==> src/rtl/saw_voice_sequencer_if.sv <==
// Configuration write port and sample output stream of the saw voice sequencer.
// The sequencer sits on the slave side; config logic/mixer use the master side.
interface saw_voice_sequencer_if #(
  parameter int NCH  = 4,
  parameter int N    = 11,
  parameter int DIVW = 16
);
  localparam int CHW = $clog2(NCH);

  logic            cfg_valid;
  logic            cfg_ready;
  logic [CHW-1:0]  cfg_ch;
  logic [DIVW-1:0] cfg_div;
  logic            cfg_en;

  logic            sample_valid;
  logic [CHW-1:0]  sample_ch;
  logic [N-1:0]    sample_out;

  modport master (
    output cfg_valid, cfg_ch, cfg_div, cfg_en,
    input  cfg_ready, sample_valid, sample_ch, sample_out
  );

  modport slave (
    input  cfg_valid, cfg_ch, cfg_div, cfg_en,
    output cfg_ready, sample_valid, sample_ch, sample_out
  );
endinterface

==> src/rtl/saw_voice_sequencer.sv <==
// Sweeps NCH channels through one shared combinational saw generator on every
// sample tick, one channel per clock, advancing each channel's divider/phase.
module saw_voice_sequencer #(
  parameter int NCH  = 4,
  parameter int M    = 6,
  parameter int N    = 11,
  parameter int DIVW = 16
) (
  input  logic                        clk,
  input  logic                        rst,
  input  logic                        tick,
  saw_voice_sequencer_if.slave        bus,
  output logic [M-1:0]                gen_period,
  input  logic [N-1:0]                gen_saw,
  output logic                        sweep_done,
  output logic                        tick_overrun
);
  localparam int CHW = $clog2(NCH);
  localparam logic [CHW-1:0] LAST = CHW'(NCH - 1);

  typedef enum logic {IDLE, SCAN} state_t;

  state_t          state, state_n;
  logic [CHW-1:0]  idx, idx_n;

  logic [DIVW-1:0] div   [NCH];
  logic [DIVW-1:0] cnt   [NCH];
  logic [M-1:0]    phase [NCH];
  logic [NCH-1:0]  en;

  logic            cfg_fire;

  assign bus.cfg_ready = (state == IDLE);
  assign cfg_fire      = bus.cfg_valid && bus.cfg_ready;
  assign gen_period    = (state == SCAN) ? phase[idx] : '0;

  always_comb begin
    state_n = state;
    idx_n   = idx;
    case (state)
      IDLE: if (tick) begin
        state_n = SCAN;
        idx_n   = '0;
      end
      SCAN: if (idx == LAST) begin
        state_n = IDLE;
        idx_n   = '0;
      end else begin
        idx_n = idx + CHW'(1);
      end
      default: begin
        state_n = IDLE;
        idx_n   = '0;
      end
    endcase
  end

  always_ff @(posedge clk) begin
    if (rst) begin
      state <= IDLE;
      idx   <= '0;
    end else begin
      state <= state_n;
      idx   <= idx_n;
    end
  end

  // Config writes only land in IDLE and channel updates only in SCAN, so the
  // two never target the per-channel registers in the same cycle.
  always_ff @(posedge clk) begin
    if (rst) begin
      for (int unsigned i = 0; i < NCH; i++) begin
        div[i]   <= '0;
        cnt[i]   <= '0;
        phase[i] <= '0;
      end
      en <= '0;
    end else begin
      if (cfg_fire) begin
        div[bus.cfg_ch] <= bus.cfg_div;
        en[bus.cfg_ch]  <= bus.cfg_en;
        cnt[bus.cfg_ch] <= '0;
        if (!bus.cfg_en)
          phase[bus.cfg_ch] <= '0;
      end
      if (state == SCAN && en[idx]) begin
        if (cnt[idx] == div[idx]) begin
          cnt[idx]   <= '0;
          phase[idx] <= phase[idx] + M'(1);
        end else begin
          cnt[idx] <= cnt[idx] + DIVW'(1);
        end
      end
    end
  end

  always_ff @(posedge clk) begin
    if (rst) begin
      bus.sample_valid <= 1'b0;
      bus.sample_ch    <= '0;
      bus.sample_out   <= '0;
      sweep_done       <= 1'b0;
      tick_overrun     <= 1'b0;
    end else begin
      bus.sample_valid <= (state == SCAN);
      sweep_done       <= (state == SCAN) && (idx == LAST);
      tick_overrun     <= (state == SCAN) && tick;
      if (state == SCAN) begin
        bus.sample_ch  <= idx;
        bus.sample_out <= gen_saw;
      end
    end
  end
endmodule

==> src/flat_wrapper.sv <==
// flat-port wrapper written by rule: the top's interface ports become plain ports
module saw_voice_sequencer_flat 
#(
  parameter int NCH  = 4,
  parameter int M    = 6,
  parameter int N    = 11,
  parameter int DIVW = 16
)
  (clk, rst, tick, gen_period, gen_saw, sweep_done, tick_overrun, bus_cfg_valid, bus_cfg_ch, bus_cfg_div, bus_cfg_en, bus_cfg_ready, bus_sample_valid, bus_sample_ch, bus_sample_out);
  saw_voice_sequencer_if #(.NCH(NCH), .N(N), .DIVW(DIVW)) bus_i ();
  input  logic clk;
  input  logic rst;
  input  logic tick;
  output logic [M-1:0] gen_period;
  input  logic [N-1:0] gen_saw;
  output logic sweep_done;
  output logic tick_overrun;
  input wire logic [$bits(bus_i.cfg_valid)-1:0] bus_cfg_valid;
  input wire logic [$bits(bus_i.cfg_ch)-1:0] bus_cfg_ch;
  input wire logic [$bits(bus_i.cfg_div)-1:0] bus_cfg_div;
  input wire logic [$bits(bus_i.cfg_en)-1:0] bus_cfg_en;
  output wire logic [$bits(bus_i.cfg_ready)-1:0] bus_cfg_ready;
  output wire logic [$bits(bus_i.sample_valid)-1:0] bus_sample_valid;
  output wire logic [$bits(bus_i.sample_ch)-1:0] bus_sample_ch;
  output wire logic [$bits(bus_i.sample_out)-1:0] bus_sample_out;
  assign bus_i.cfg_valid = bus_cfg_valid;
  assign bus_i.cfg_ch = bus_cfg_ch;
  assign bus_i.cfg_div = bus_cfg_div;
  assign bus_i.cfg_en = bus_cfg_en;
  assign bus_cfg_ready = bus_i.cfg_ready;
  assign bus_sample_valid = bus_i.sample_valid;
  assign bus_sample_ch = bus_i.sample_ch;
  assign bus_sample_out = bus_i.sample_out;
  saw_voice_sequencer #(.NCH(NCH), .M(M), .N(N), .DIVW(DIVW)) u_core (.clk(clk), .rst(rst), .tick(tick), .bus(bus_i), .gen_period(gen_period), .gen_saw(gen_saw), .sweep_done(sweep_done), .tick_overrun(tick_overrun));
endmodule
==> config.mk <==
export PLATFORM = sky130hd
export DESIGN_NAME = saw_voice_sequencer_flat
export DESIGN_NICKNAME = d
export VERILOG_FILES = /design/src/rtl/saw_voice_sequencer_if.sv /design/src/rtl/saw_voice_sequencer.sv /design/src/flat_wrapper.sv
export SDC_FILE = /design/constraint.sdc
export NUM_CORES = 1
export LEC_CHECK = 0
export BUFFER_PORTS_ARGS = -buffer_cell sky130_fd_sc_hd__buf_2
export CORE_MARGIN = 3
export CORE_UTILIZATION = 40
export CTS_CLUSTER_SIZE = 24
export DETAILED_ROUTE_END_ITERATION = 16
export SETUP_SLACK_MARGIN = 0.4
export SYNTH_ARGS = -nofsm -noshare
export SYNTH_HDL_FRONTEND = slang
export SYNTH_SLANG_ARGS = --single-unit
==> constraint.sdc <==
create_clock -name clk -period 7.45 [get_ports clk]
set_input_delay 0.745 -clock clk [delete_from_list [all_inputs] [get_ports clk]]
set_output_delay 0.745 -clock clk [all_outputs]
set_load 0.005 [all_outputs]
==> impl_metrics.toml <==
[detailed_routing]
firstDrtPassIters = 4
routed_wl_um = 17640
vias = 4927
wire_per_inst_um = 19.20
routed_via_density = 5.361
met1_length_um = 7544
drtIter0Drc = 384
drc = 0
met2_length_um = 9196
route.met3.wl_um = 595
top_layer_used = "met4"
antenna_left = 0

[finish]
final_cell_mix = "152 x edfxtp_1, 85 x nor3_1, 73 x and2_1, 56 x buf_2, 39 x mux4_2"
antennaDiodeCount = 0
final_area_um2 = 9308
stdcell_count = 919
layout_commonest_cell = "edfxtp_1"
fillerInstances = 1793
drive_gt1_frac = 0.2141
nets = 678
area_growth_pct = 13.49

[synth]
synth_compound_area_frac = 0.01602
synth_edf_count = 152
synth_cell_types = 39
synth_simple_gate_area_frac = 0.1719
ys_async_sr_fraction = 0
yosys_warnings = 0
ys.flop_type = "edfxtp_1"
syn_area_per_cell_um2 = 13.78
syn_inst = 595
synth_area_um2 = 8202
syn_nets = 632
synth_seq_cells = 177
synthMuxAreaShare = 0.1254
synthAdderAreaFrac = 0.004577
synth_top_family_by_area = "simple AND/OR/NAND/NOR gates"
synth-xor-area-share = 0.03631
ys_seq_area_frac = 0.6175

[sta]
max_slew_margin = 0.2081
final_max_slew_viol_count = 0
tns_ps = 0
period_minus_slack_ps = 4052
finClkSkew_ps = 7.598
tightest_slew_ps = 1185
rsz0062_at_grt = "false"
setup_violations = 0
hold_violations = 0
period_share = 0.5439
max_freq_mhz = 246.8

[hold_path]
worstHoldPathType = "flop to flop"

[floorplan]
die_area_um2 = 22260
pin_count = 57
rows = 51
fp.dieH_um = 149.2
coreArea_um2 = 19780
initial_utilization = 0.4146
die_w_um = 149.2

[cts]
cts_resized = 0
root_buffer = "clkbuf_16"
hold_buffers = 0
cts-buffers-inserted = 17
clk_latency_ps = 430
postCtsSetupRepairBufs = 0
clk_path_buf_depth = 2
cts_tree = "built"
h-tree-depth = 4
path_clk_slew_ps = 60
clkSinkCount = 177

[setup_path]
critPathTopFamily = "simple AND/OR/NAND/NOR gates"
cp_max_fo = 62
crit_type = "flop to flop"
cp_slowest_stage_delay_ps = 1050
end_kind = "flop"
critPathArrivalTime_ps = 4180
cp_slowest_cell = "and4_2"
startpoint_type = "flop"
cp_num_buf_inv = 1
critPathRequiredTime_ps = 7580
crit_path_cell_trace = "buf_4 -> mux4_2 -> xor2_1 -> nor4_1 -> and4_2 -> nor3_1"

[pwr]
p_per_area_nw_per_um2 = 241.2
leakage_nw = 3.276
ir_drop_v = 0.0001538

[global_route]
grt_first_pass_wirelength_um = 28150
grt-ovfl-total = 0
grt_max_degree = 63
first_global_vias = 5052
grt_usage = 0.1667
antenna_found_initial = 0

[flow_run]
maxCapViolCount = 0

[placed_design]
dp_cells = 887
place_hpwl_um = 11270
port_buffers = 56
globalplace.congestion = 0.7310
place_area_um2 = 8697

[status]
status = "finished, final reports clean"
cell type report:
class,instances,area (um^2),area share
Sequential cell,177,5066,0.5443
Clock buffer,24,481.7,0.05175
Inverter,9,33.78,0.003630
Tap cell,265,331.6,0.03562
Timing Repair Buffer,65,347.8,0.03737
Multi-Input combinational cell,371,2918,0.3135
Clock inverter,8,128.9,0.01385
worst reg2reg max path: cells and delay by family (launching register included):
kind / cells / cell delay [ps]
simple gates: 3 / 1590
buf+inv: 1 / 510
mux: 1 / 640
xor+xnor: 1 / 200
flops: 1 / 830
registers in the layout, summed over array words and instances (netlist names), named ones only:
register	cells
u_core.bus.sample_valid	1
u_core.en	4
u_core.bus.sample_ch	2
u_core.idx	2
u_core.phase	24
u_core.tick_overrun	1
u_core.div	64
u_core.cnt	64
u_core.state	1
u_core.bus.sample_out	11
u_core.sweep_done	1
worst paths after layout:
path / slack [ps] / from / cells past startpoint / end
setup reg to reg: 3400 / flop / 6 / u_core.cnt[0][1]$_SDFFCE_PN0P_
hold / removal: 480 / u_core.en[2]$_SDFFE_PP0P_ / 2 / u_core.en[2]$_SDFFE_PP0P_
hold reg to reg: 480 / u_core.en[2]$_SDFFE_PP0P_ / 2 / u_core.en[2]$_SDFFE_PP0P_
setup / recovery: 3400 / flop / 6 / u_core.cnt[0][1]$_SDFFCE_PN0P_
through the flow:
stage | setup slack (ps) | hold slack, ps | total power [W] | util
final | 3398 | 484.4 | 0.002245 | 0.4705
after floorplan | 4459 | 441.9 | 0.001288 | -
after global placement | 3367 | 466.2 | 0.001347 | 0.4397
after CTS | 3332 | 483.1 | 0.002261 | 0.4705
after detailed placement | 3260 | 473.9 | 0.001354 | 0.4397
after global routing | 2982 | 508.5 | 0.002325 | 0.4705
metal layers:
| metal | track usage | vias up |
|---|---|---|
| li1 | - | 2310 |
| met1 | 0.2116 | 2488 |
| met2 | 0.2888 | 105 |
| met3 | 0.02796 | 24 |
| met4 | 0.06041 | 0 |
| met5 | 0 | - |
cells in the mapped netlist, drive strengths merged (4+ instances only):
cell type | instances | area, um^2
nor3 | 86 | 430.4
nor3b | 5 | 37.54
inv | 9 | 33.78
and2 | 73 | 456.7
xor2 | 19 | 166.4
dfxtp | 25 | 500.5
nor2 | 31 | 116.4
edfxtp | 152 | 4564
a21oi | 6 | 30.03
xnor2 | 15 | 131.4
nor2b | 5 | 31.28
nor4 | 9 | 75.08
nand2 | 17 | 63.81
buf | 19 | 126.4
mux2i | 15 | 150.1
nand2b | 9 | 56.30
clkbuf | 19 | 71.32
o21ai | 7 | 35.03
nand3 | 12 | 60.06
mux4 | 39 | 878.3
nand4 | 4 | 31.28
power by group:
part           internal, W  leakage, nW  switching (W)
logic            0.0000743         1.21       0.000109
clock network     0.000555        0.283       0.000362
registers          0.00113         1.78      0.0000194
total              0.00176         3.28       0.000490
cell families (layout without fill, tap and decap cells):
group / Yosys count / after routing
flip-flops: 177 / 177
adder cells (fa/ha/maj): 3 / 3
buffers and inverters: 47 / 106
XOR/XNOR: 34 / 34
AO/OA/AOI/OAI: 22 / 22
AND/OR/NAND/NOR: 258 / 258
multiplexers: 54 / 54
Note: power is estimated with default switching activity, not from simulation.
